===== config.mk =====
export PLATFORM = sky130hd
export DESIGN_NAME = psdsqrt_flat
export DESIGN_NICKNAME = d
export VERILOG_FILES = /design/src/rtl/psdsqrt_pkg.sv /design/src/rtl/psdsqrt_if.sv /design/src/rtl/psdsqrt_step.sv /design/src/rtl/psdsqrt.sv /design/src/flat_wrapper.sv
export SDC_FILE = /design/constraint.sdc
export NUM_CORES = 1
export LEC_CHECK = 0
export ABC_CLOCK_PERIOD_IN_PS = 7200
export CAP_MARGIN = 10
export CORE_MARGIN = 5
export CORE_UTILIZATION = 55
export CTS_CLUSTER_DIAMETER = 60
export DETAILED_ROUTE_END_ITERATION = 10
export PLACE_DENSITY = 0.82
export SETUP_SLACK_MARGIN = 0.3
export SLEW_MARGIN = 10
export SYNTH_ARGS = -nofsm -noshare
export SYNTH_HDL_FRONTEND = slang
export SYNTH_SLANG_ARGS = --single-unit

===== constraint.sdc =====
create_clock -name clock -period 7.2 [get_ports clock]
set_input_delay 2.16 -clock clock [delete_from_list [all_inputs] [get_ports clock]]
set_output_delay 2.16 -clock clock [all_outputs]
set_load 0.05 [all_outputs]

===== src/rtl/psdsqrt_pkg.sv =====
// psdsqrt_pkg: shared widths and state encoding for the sequential square-root unit.
//   NBITS_OUT : root width (also the iteration count)
//   NBITS_IN  : radicand width, 2*NBITS_OUT
//   CNT_W     : width of the bit-index counter
//   busy_e    : IDLE / RUN controller state
package psdsqrt_pkg;
    localparam int NBITS_OUT = 16;
    localparam int NBITS_IN  = 2 * NBITS_OUT;
    localparam int CNT_W     = $clog2(NBITS_OUT);

    typedef enum logic {
        IDLE = 1'b0,
        RUN  = 1'b1
    } busy_e;
endpackage


===== src/rtl/psdsqrt_if.sv =====
// psdsqrt_if: control/data bundle between the external sequencer and psdsqrt.
//   start : one-cycle pulse, load xin and begin
//   stop  : one-cycle pulse, copy internal root to sqrt
//   xin   : radicand, sampled on the start edge
//   sqrt  : registered result
// master = sequencer side, slave = psdsqrt side.
interface psdsqrt_if;
    import psdsqrt_pkg::*;

    logic                 start;
    logic                 stop;
    logic [NBITS_IN-1:0]  xin;
    logic [NBITS_OUT-1:0] sqrt;

    modport master (output start, stop, xin, input  sqrt);
    modport slave  (input  start, stop, xin, output sqrt);
endinterface


===== src/rtl/psdsqrt_step.sv =====
// psdsqrt_step: one combinational iteration of the shift/subtract square root.
//   rem      : xin - root^2 so far
//   root     : partial root, bits above bidx resolved, bidx and below zero
//   bidx     : bit being resolved this iteration
//   rem_nxt  : updated remainder
//   root_nxt : updated root
// Setting bit b grows root^2 by (root << (b+1)) + 2^(2b); the bit is taken
// when the remainder can absorb that increment, which is exactly
// xin >= (root | 2^b)^2 without a multiplier.
module psdsqrt_step
    import psdsqrt_pkg::*;
(
    input  logic [NBITS_IN-1:0]  rem,
    input  logic [NBITS_OUT-1:0] root,
    input  logic [CNT_W-1:0]     bidx,
    output logic [NBITS_IN-1:0]  rem_nxt,
    output logic [NBITS_OUT-1:0] root_nxt
);
    // Two spare bits: root << 16 plus 2^30 can exceed 32 bits.
    localparam int TW = NBITS_IN + 2;

    logic [5:0]    sh_root;
    logic [5:0]    sh_sq;
    logic [TW-1:0] trial;
    logic          take;

    assign sh_root = {2'b00, bidx} + 6'd1;
    assign sh_sq   = {1'b0, bidx, 1'b0};
    assign trial   = ({{(TW-NBITS_OUT){1'b0}}, root} << sh_root) + (TW'(1) << sh_sq);
    assign take    = {2'b00, rem} >= trial;

    assign rem_nxt  = take ? rem - trial[NBITS_IN-1:0] : rem;
    assign root_nxt = take ? (root | (NBITS_OUT'(1) << bidx)) : root;
endmodule


===== src/rtl/psdsqrt.sv =====
// psdsqrt: sequential floor(sqrt(xin)), one root bit per clock, MSB first.
//   clock : rising-edge clock
//   reset : synchronous, active-high; clears all state
//   bus   : psdsqrt_if.slave (start, stop, xin in; sqrt out)
// Start loads xin and runs NBITS_OUT iterations on the following edges.
// Stop copies the current internal root (partial if still running) into sqrt.
// Start while running restarts; start+stop together copies the old root first.
// Build option PSDSQRT_ROUND_EN: round to nearest on the final iteration,
// saturating at all-ones. Default build truncates.
module psdsqrt
    import psdsqrt_pkg::*;
(
    input  logic     clock,
    input  logic     reset,
    psdsqrt_if.slave bus
);
    logic [NBITS_IN-1:0]  rem;
    logic [NBITS_OUT-1:0] root;
    logic [NBITS_OUT-1:0] sqrt_q;
    logic [CNT_W-1:0]     cnt;
    busy_e                state;

    logic [NBITS_IN-1:0]  rem_nxt;
    logic [NBITS_OUT-1:0] root_nxt;
    logic [NBITS_OUT-1:0] root_fin;

    psdsqrt_step u_step (
        .rem      (rem),
        .root     (root),
        .bidx     (cnt),
        .rem_nxt  (rem_nxt),
        .root_nxt (root_nxt)
    );

`ifdef PSDSQRT_ROUND_EN
    // rem_nxt is xin - root^2 after the last bit; above root means the
    // true root is past root+0.5. Ties are impossible for integer xin.
    logic rnd_up;
    assign rnd_up   = (rem_nxt > {{(NBITS_IN-NBITS_OUT){1'b0}}, root_nxt}) && (root_nxt != '1);
    assign root_fin = root_nxt + NBITS_OUT'(rnd_up);
`else
    assign root_fin = root_nxt;
`endif

    always_ff @(posedge clock) begin
        if (reset) begin
            rem    <= '0;
            root   <= '0;
            sqrt_q <= '0;
            cnt    <= '0;
            state  <= IDLE;
        end else begin
            // Stop reads root before any start/iteration update on this edge.
            if (bus.stop)
                sqrt_q <= root;

            if (bus.start) begin
                rem   <= bus.xin;
                root  <= '0;
                cnt   <= CNT_W'(NBITS_OUT - 1);
                state <= RUN;
            end else if (state == RUN) begin
                rem <= rem_nxt;
                if (cnt == '0) begin
                    root  <= root_fin;
                    state <= IDLE;
                end else begin
                    root <= root_nxt;
                    cnt  <= cnt - 1'b1;
                end
            end
        end
    end

    assign bus.sqrt = sqrt_q;
endmodule


===== src/flat_wrapper.sv =====
// flat-port wrapper written by rule: the top's interface ports become plain ports
module psdsqrt_flat import psdsqrt_pkg::*;
  (clock, reset, bus_start, bus_stop, bus_xin, bus_sqrt);
  psdsqrt_if bus_i ();
  input  logic clock;
  input  logic reset;
  input wire logic [$bits(bus_i.start)-1:0] bus_start;
  input wire logic [$bits(bus_i.stop)-1:0] bus_stop;
  input wire logic [$bits(bus_i.xin)-1:0] bus_xin;
  output wire logic [$bits(bus_i.sqrt)-1:0] bus_sqrt;
  assign bus_i.start = bus_start;
  assign bus_i.stop = bus_stop;
  assign bus_i.xin = bus_xin;
  assign bus_sqrt = bus_i.sqrt;
  psdsqrt u_core (.clock(clock), .reset(reset), .bus(bus_i));
endmodule

==> out/metrics.csv, run 1 <==
metric,value,unit
clk_pin_slew,0.06,ns
drive_above_1_share,0.1368,
first_pass_iters,5,
final-max-slew-violation-count,0,
hp-class,reg -> reg,
ys_seq_area_frac,0.1982,
cts_tree,built,
fin_cells,1093,
yosys_warnings,0,
maxCapViolations,0,
synthArstFlopShare,0,
final_net_count,1009,
initial_core_util,0.5568,
synth_common_cells,"nor2_1, nand2_1, a21oi_1",
vias,6796,
numCtsBuffers,9,
hp-start,u_core.bus.sqrt[12],
synthTopCellsByArea,"dfxtp_1, ha_1, mux2i_1",
first_iter_violations,554,
totalWireLength,20.41,mm
slew_headroom,0.3480,
synth_top_cell_by_area,dfxtp_1,
root_buffer,clkbuf_16,
critPathLaunchType,register,
final-setup-viol-count,0,
max_freq,0.1517,GHz
grt.overflow.total,0,
reg2reg_to,u_core.rem[25],
antennaDiodeCount,0,
cts_sinks,69,
cts_hold_buf,0,
p_leak,3.204,nW
synth-seq-cells,69,
fin_skew,0.01054,ns
dp.cells,1064,
area_delta_synth_final,18.15,%
ys.flop_type,dfxtp_1,
yosys.area.top_type_share,0.1982,
min_to,u_core.bus.sqrt[12],
required,7.47,ns
grt_antenna_before_repair,0,
grt_pass1_vias,6319,
ant_nets,0,
rsz0062_at_grt,false,
worstPathArrival,6.86,ns
grt_pass1_wl,32.40,mm
r2r_start,u_core.cnt[1],
top_level_ports,52,
critPathKind,reg -> reg,
syn_nets,958,
dp_hpwl,15.33,mm
holdPathStages,2,
pwr_density_cell,210.7,nW/um^2
gp_congestion,1.007,
die-area,15020,sq um
die_x,122.6,um
drc,0,
clock_path_buffers,2,
syn_area,6969,sq um
hold_violations,0,
fin_setup_tns,0,ns
power,1.735,mW
vdd_ir_drop_max,0.0001292,V
avgSynthCellArea,8.057,sq um
detail_route.wl_per_cell,18.67,um
reg2reg_depth,27,
yosysMostFrequentCell,nor2_1,
grt_max_degree,59,
tightestPinTransition,0.9749,ns
io_buffers,51,
finalCritPeriodShare,0.9158,
grt_usage,0.2728,
dieHeight,122.6,um
critPathCaptureType,register,
crit_fanout,29,
via_per_inst,6.218,
synth_edf_count,0,
htreeDepth,3,
r2r_setup_slack,0.61,ns
row_count,41,
clock_latency,0.35,ns
syn-instance-count,865,
status,"complete, no violations",
core_area,12520,sq um
period_minus_slack,6.594,ns
yosysUniqueCellTypes,81,
[registers in the layout, indices dropped and copies added, names as in the netlist]
| name | cells |
|---|---|
| u_core.rem | 32 |
| u_core.state | 1 |
| u_core.cnt | 4 |
| u_core.root | 16 |
| u_core.bus.sqrt | 16 |
[critical path, cell delays in order, from the launching register on]
cell and delay, ns:
dfxtp_4 0.39, inv_1 0.09, ha_2 0.39, buf_12 0.20, mux2_2 0.39, mux2i_1 0.18, a21oi_1 0.16, a21oi_2 0.22
nor2_1 0.07, ha_1 0.36, nand2_1 0.10, o31ai_4 0.33, nand4_4 0.18, a2111oi_4 0.41, or2_2 0.20, a21o_1 0.16
a31oi_1 0.13, xnor2_1 0.14, ha_2 0.39, and4_1 0.25, nand2_1 0.09, a31oi_2 0.20, o21ai_0 0.12, a21boi_1 0.23
o2111ai_2 0.19, a21o_4 0.30, or3_1 0.38, a311oi_2 0.25
[how the worst max path moves through the flow]
stage | startpoint | end | depth (start not counted)
finish | u_core.cnt[1] | u_core.rem[25] | 27
floorplan | u_core.cnt[0] | u_core.rem[25] | 34
global placement | u_core.cnt[1] | u_core.rem[31] | 28
CTS | u_core.cnt[1] | u_core.rem[31] | 30
detailed placement | u_core.cnt[1] | u_core.rem[17] | 27
global route | u_core.cnt[1] | u_core.rem[25] | 27
[cells in the final DEF (no fill, tap or decap), types with 29 or more instances in the layout]
| cell | synthesis | routed |
|---|---|---|
| nand2_1 | 78 | 78 |
| clkdlybuf4s50_1 | 0 | 50 |
| a21oi_1 | 70 | 68 |
| xnor2_1 | 37 | 37 |
| ha_1 | 56 | 53 |
| buf_4 | 1 | 31 |
| mux2i_1 | 51 | 51 |
| dfxtp_1 | 69 | 68 |
| nor2_1 | 116 | 116 |
| a211oi_1 | 29 | 29 |
[layer usage]
| layer | up-vias | share of wire | GRT usage |
|---|---|---|---|
| met5 | - | 0 | 0 |
| met4 | 0 | 0.030 | 0.09867 |
| met3 | 51 | 0.070 | 0.06129 |
| met2 | 253 | 0.45 | 0.4146 |
| met1 | 3207 | 0.45 | 0.3793 |
| li1 | 3285 | - | - |
[where the power goes]
part / internal [mW] / switching (mW)
clock: 0.383 / 0.181
sequential: 0.407 / 0.0214
combinational: 0.323 / 0.420
total: 1.11 / 0.623
[cell families after synthesis]
kind of cell | share of synthesized area
multiplexers | 0.1302
XOR/XNOR | 0.07002
flip-flops | 0.1982
adder cells (fa/ha/maj) | 0.1034
AND/OR/NAND/NOR | 0.2038
buffers and inverters | 0.04488
AO/OA/AOI/OAI | 0.2496
[cell type report]
cell class	count	area [sq um]
well taps	172	215.2
flip-flops and latches	69	1385
clock buffers	10	239.0
inverters	22	82.58
fillers	1080	4283
clock inverters	6	133.9
repair buffers	84	778.2
multi-input cells	730	5400
[through the flow]
step	worst slack (ns)	cell area [sq um]	util	hold slack [ns]
floorplan	0.3190	6970	-	0.4591
global placement	0.2850	7622	0.6090	0.4728
detailed placement	0.1360	7622	0.6090	0.4854
CTS	0.3166	8020	0.6407	0.5026
global route	0.2811	8234	0.6578	0.5290
finish	0.6059	8234	0.6578	0.4954
[repair_timing]
item / 4_1_cts / 5_1_grt
pin swaps: 0 / 7
gates resized for setup: 5 / 24
setup buffers: 0 / 13
endpoints found under the setup margin: 28 / 48
Power figures use the tool's default switching activity.
==> inputs of run 2 (changes only) <==
--- a/config.mk
+++ b/config.mk
@@ -7,12 +7,13 @@
 export LEC_CHECK = 0
 export ABC_CLOCK_PERIOD_IN_PS = 7200
 export CAP_MARGIN = 10
+export CORE_ASPECT_RATIO = 0.9
 export CORE_MARGIN = 5
 export CORE_UTILIZATION = 55
 export CTS_CLUSTER_DIAMETER = 60
 export DETAILED_ROUTE_END_ITERATION = 10
 export PLACE_DENSITY = 0.82
-export SETUP_SLACK_MARGIN = 0.3
+export SETUP_SLACK_MARGIN = 0.05
 export SLEW_MARGIN = 10
 export SYNTH_ARGS = -nofsm -noshare
 export SYNTH_HDL_FRONTEND = slang
==> run 2 against run 1 <==
  * Count of clock-buffer cells in the layout increased by 2
  * Largest cell class unchanged
  * Cell count decreased by 1.1%
  * Via count increased by 0.40%
  * Critical endpoint unchanged
==> out/metrics.csv, run 2 (same netlist as run 1, synthesis figures left out) <==
metric,value,unit,change
crit_family,compound AO/OA/AOI/OAI gates,,
hp-start,u_core.bus.sqrt[1],,
final_common_cell,nor2_1,,
vias,6823,,+0.40%
first_pass_iters,5,,unchanged
multi_input_area,5299,sq um,-1.9%
grt_max_degree,59,,unchanged
p_leak,3.148,nW,-1.7%
final_area,8048,sq um,-2.3%
io_buffers,51,,unchanged
maxCapViolations,0,,unchanged
cts_sinks,69,,unchanged
reg2reg_depth,29,,+7.4%
finalCritPeriodShare,0.9462,,+0.03039
regMostFlops,u_core.rem,,
numCtsBuffers,9,,unchanged
gp_congestion,1.017,,+0.99%
clk_pin_slew,0.05,ns,about the same
top_level_ports,52,,unchanged
initial_core_util,0.5557,,-0.001055
grt_pass1_wl,32.73,mm,+1.0%
power,1.604,mW,-7.6%
critPathCaptureType,register,,
period_minus_slack,6.813,ns,+0.2188 ns
slowest_stage,ha_1,,
die_x,128.7,um,+5.0%
critPathLaunchType,register,,
dp_hpwl,15.78,mm,+2.9%
detail_route.wl_per_cell,18.97,um,+1.6%
tightestPinTransition,0.9495,ns,-0.02543 ns
drive_above_1_share,0.1112,,-0.02558
area_delta_synth_final,15.48,%,
fin_setup_tns,0,ns,unchanged
required,7.46,ns,about the same
critPathKind,reg -> reg,,
antennaDiodeCount,0,,unchanged
final-max-slew-violation-count,0,,unchanged
grt_antenna_before_repair,0,,unchanged
worstPathArrival,7.07,ns,+0.21 ns
crit_fanout,32,,+10%
clock_latency,0.35,ns,about the same
critPathMaxStageDelay,0.46,ns,+0.05 ns
hold_violations,0,,unchanged
cts_tree,built,,
row_count,39,,-4.9%
r2r_setup_slack,0.39,ns,-0.22 ns
hp-class,reg -> reg,,
final_net_count,1005,,-0.40%
grt_usage,0.2726,,about the same
clock_path_buffers,2,,unchanged
postPlaceCellArea,7695,sq um,+0.95%
dieHeight,116.8,um,-4.7%
area.sequential,1381,sq um,-0.27%
crit_buf_inv,4,,+2
max_freq,0.1468,GHz,-3.2%
die-area,15030,sq um,about the same
min_to,u_core.bus.sqrt[1],,
final-setup-viol-count,0,,unchanged
layout_common_cells,"nor2_1, nand2_1, a21oi_1",,
reg2reg_to,u_core.rem[25],,
pwr_density_cell,199.3,nW/um^2,-5.4%
grt.overflow.total,0,,unchanged
root_buffer,clkbuf_16,,
first_iter_violations,691,,+25%
via_per_inst,6.312,,+1.5%
drc,0,,unchanged
grt_pass1_vias,6348,,+0.46%
vdd_ir_drop_max,0.0001575,V,+22%
totalWireLength,20.51,mm,+0.48%
htreeDepth,3,,unchanged
fillCellCount,1079,,-0.093%
fin_skew,0.007620,ns,-0.002918 ns
status,"complete, no violations",,
ant_nets,0,,unchanged
slew_headroom,0.3650,,+0.01701
largest_reg_flops,32,,unchanged
r2r_start,u_core.cnt[1],,
core_area,12540,sq um,+0.19%
rsz0062_at_grt,false,,
holdPathStages,2,,unchanged
## run 2: power by group
group	internal [mW]	switching, mW	total, mW
logic	0.317	0.415	0.731
registers	0.407	0.0201	0.427
clock network	0.276	0.169	0.445
total	1.00	0.604	1.60
## run 2: final cells by class
| class | count | share of cell area |
|---|---|---|
| multi-input combinational | 730 | 0.6584 |
| sequential | 69 | 0.1716 |
| timing repair buffer | 80 | 0.09764 |
| clock buffer | 12 | 0.03063 |
| tap | 164 | 0.02550 |
| inverter | 22 | 0.01026 |
| clock inverter | 4 | 0.005908 |
## run 2: worst register-to-register path: cells and delay by family, from the launching register on
kind | cells | cell delay [ns]
mux | 1 | 0.32
simple gates | 9 | 1.71
compound gates | 11 | 2.41
xor+xnor | 1 | 0.11
flops | 1 | 0.33
fa+ha+maj | 3 | 1.27
buf+inv | 4 | 0.59
## run 2: worst max path at each step
stage | slack [ns] | end | start | cells past startpoint
3_3_place_gp | 0.57 | u_core.rem[31] | u_core.cnt[1] | 29
2_1_floorplan | 0.26 | u_core.rem[25] | u_core.cnt[0] | 33
6_report | 0.39 | u_core.rem[25] | u_core.cnt[1] | 29
4_1_cts | 0.36 | u_core.rem[17] | u_core.cnt[1] | 29
5_1_grt | 0.05 | u_core.rem[25] | u_core.cnt[1] | 29
3_5_place_dp | 0.41 | u_core.rem[16] | u_core.cnt[1] | 29
## run 2: through the flow
| stage | instances | hold slack, ns | util | setup slack [ns] |
|---|---|---|---|---|
| global placement | 1062 | 0.4744 | 0.6136 | 0.5714 |
| floorplan | 865 | 0.4591 | - | 0.2586 |
| finish | 1081 | 0.4908 | 0.6417 | 0.3871 |
| detailed placement | 1062 | 0.4881 | 0.6136 | 0.4082 |
| CTS | 1078 | 0.5015 | 0.6370 | 0.3580 |
| global route | 1081 | 0.5265 | 0.6417 | 0.04538 |
## run 2: metal layers
metal / global-route usage / share of wire
met5: 0 / 0
met4: 0.09377 / 0.025
met3: 0.06034 / 0.076
met2: 0.4237 / 0.44
met1: 0.3755 / 0.46
## run 2: what timing repair did
item | in CTS | in global routing
buffers inserted | 0 | 3
setup endpoints to repair | 0 | 45
gates resized for setup | 0 | 4
hold buffers | 0 | 0
==> inputs of run 3 (changes only) <==
--- a/config.mk
+++ b/config.mk
@@ -5,7 +5,7 @@
 export SDC_FILE = /design/constraint.sdc
 export NUM_CORES = 1
 export LEC_CHECK = 0
-export ABC_CLOCK_PERIOD_IN_PS = 7200
+export ABC_CLOCK_PERIOD_IN_PS = 5500
 export CAP_MARGIN = 10
 export CORE_ASPECT_RATIO = 0.9
 export CORE_MARGIN = 5
@@ -18,3 +18,4 @@
 export SYNTH_ARGS = -nofsm -noshare
 export SYNTH_HDL_FRONTEND = slang
 export SYNTH_SLANG_ARGS = --single-unit
+export TNS_END_PERCENT = 20
==> constraint.sdc (replaced) <==
create_clock -name clock -period 5.5 [get_ports clock]
set_input_delay 1.65 -clock clock [delete_from_list [all_inputs] [get_ports clock]]
set_output_delay 1.65 -clock clock [all_outputs]
set_load 0.05 [all_outputs]
==> run 3 against run 2 <==
  * The run now ends with setup timing left
  * Routed wire length is 35% higher
  * Die area stayed put
  * Via count is 22% higher
  * Count of clock-buffer cells in the layout is 1 higher
  * Sequential share of layout area is 3.7 points lower
  * Critical path type unchanged
  * Largest cell class unchanged
==> out/metrics.csv, run 3 (same netlist as run 1, synthesis figures left out) <==
metric,value,unit,change
final_area,10320,sq um,+28%
area_delta_synth_final,48.02,%,
layout_common_cells,"buf_4, nor2_1, nand2_1",,
io_buffers,51,,unchanged
postPlaceCellArea,9111,sq um,+18%
dieHeight,116.8,um,unchanged
largest_reg_flops,32,,unchanged
first_pass_iters,6,,+1
dp.cells,1247,,+17%
critPathLaunchType,register,,
root_buffer,clkbuf_16,,
hold_violations,0,,unchanged
r2r_start,u_core.cnt[1],,
finalCritPeriodShare,1.135,,+0.1883
clock_latency,0.35,ns,about the same
grt.overflow.total,0,,unchanged
grt_usage,0.3313,,+0.05864
vdd_ir_drop_max,0.0002159,V,+37%
final-max-slew-violation-count,0,,unchanged
worst_hold_slack,0.4951,ns,+0.004243 ns
gp_congestion,1.029,,+1.1%
slew_headroom,0.3380,,-0.02704
cpMostUsedCell,buf_4,,
vias,8292,,+22%
die-area,15030,sq um,unchanged
clock_path_buffers,2,,unchanged
detail_route.wl_per_cell,21.34,um,+12%
htreeDepth,3,,unchanged
grt_antenna_before_repair,0,,unchanged
pre_cts_ws,-0.8533,ns,-1.262 ns
power,2.561,mW,+60%
first_iter_violations,1115,,+61%
crit_fanout,7,,-78%
hp-start,u_core.bus.sqrt[14],,
fin_util,0.8226,,+0.1809
antennaDiodeCount,0,,unchanged
max_freq,0.1603,GHz,+9.2%
cts_hold_buf,0,,unchanged
cts_sinks,69,,unchanged
critPathCaptureType,register,,
pwr_density_cell,248.2,nW/um^2,+25%
required,5.71,ns,-1.75 ns
totalWireLength,27.64,mm,+35%
top_level_ports,52,,unchanged
final-setup-viol-count,48,,+48
grt_pass1_wl,39.43,mm,+20%
fin_setup_tns,-31.79,ns,-31.79 ns
r2r_setup_slack,-0.74,ns,-1.13 ns
drc,0,,unchanged
numCtsBuffers,9,,unchanged
die_x,128.7,um,unchanged
row_count,39,,unchanged
dp_hpwl,18.22,mm,+15%
final_common_cell,buf_4,,
grt_max_degree,36,,-39%
hp-class,reg -> reg,,
maxCapViolations,0,,unchanged
final_net_count,1219,,+21%
period_minus_slack,6.240,ns,-0.5729 ns
rsz0062_at_grt,true,,
cts_tree,built,,
regMostFlops,u_core.rem,,
drive_above_1_share,0.3625,,+0.2513
critPathKind,reg -> reg,,
via_per_inst,6.403,,+1.4%
setup_slack,-0.7400,ns,-1.127 ns
core_area,12540,sq um,unchanged
grt_pass1_vias,7758,,+22%
violations,setup timing,,
startpoint,u_core.cnt[1],,
status,"finished, violations left",,
fin_skew,0.006292,ns,-0.001328 ns
initial_core_util,0.5557,,unchanged
tightestPinTransition,0.9899,ns,+0.04044 ns
critPathMaxStageDelay,0.41,ns,-0.05 ns
slowest_stage,or3_1,,
worstPathArrival,6.45,ns,-0.62 ns
clk_pin_slew,0.06,ns,about the same
p_leak,4.316,nW,+37%
ant_nets,0,,unchanged
fin_cells,1295,,+20%
## run 3: cell count changes in the layout (fill, tap and decap cells not counted), moves of 7 or more
cell      previous run  this run
mux2i_1             51        41
a211oi_1            29        21
a21oi_1             70        53
a21oi_2              0        16
buf_4               24       230
nor2_2               0         9
a211oi_2             0         8
o21ai_0             28        21
nor2_1             116       105
## run 3: path summary, 6_finish.rpt
kind,end,cells after the start
max,u_core.rem[31],30
min,u_core.bus.sqrt[14],2
max reg2reg,u_core.rem[31],30
min reg2reg,u_core.bus.sqrt[14],2
## run 3: report_power, final
group,switching [mW],leakage (nW),internal [mW]
Sequential,0.0272,0.567,0.532
Combinational,0.719,3.60,0.690
Clock,0.239,0.148,0.353
Total,0.985,4.32,1.58
## run 3: layout make-up
cell class / instances / area (sq um)
Multi-Input combinational cell: 730 / 5858
Timing Repair Buffer: 294 / 2484
Fill cell: 764 / 2225
Sequential cell: 69 / 1386
Clock buffer: 13 / 280.3
Tap cell: 164 / 205.2
Inverter: 22 / 85.08
Clock inverter: 3 / 17.52
## run 3: routing by layer
metal | routed length, um | track usage
met5 | 0 | 0
met4 | 1134 | 0.1218
met3 | 2683 | 0.07486
met2 | 12780 | 0.5373
met1 | 11040 | 0.4342
## run 3: repair_timing
action / 4_1_cts / 5_1_grt
pin swaps: 46 / 32
buffers inserted: 17 / 11
gates resized for setup: 66 / 64
setup endpoints to repair: 48 / 48
gates cloned: 1 / 3
endpoints found under the hold margin: 0 / 0
## run 3: worst max-delay path, delay by kind of cell (launching register included)
kind	cells	cell delay (ns)
adders and majority gates	3	0.84
muxes	2	0.51
buffers and inverters	8	1.14
and+or+nand+nor	8	1.72
DFF	1	0.35
AOI/OAI and AO/OA	9	1.52
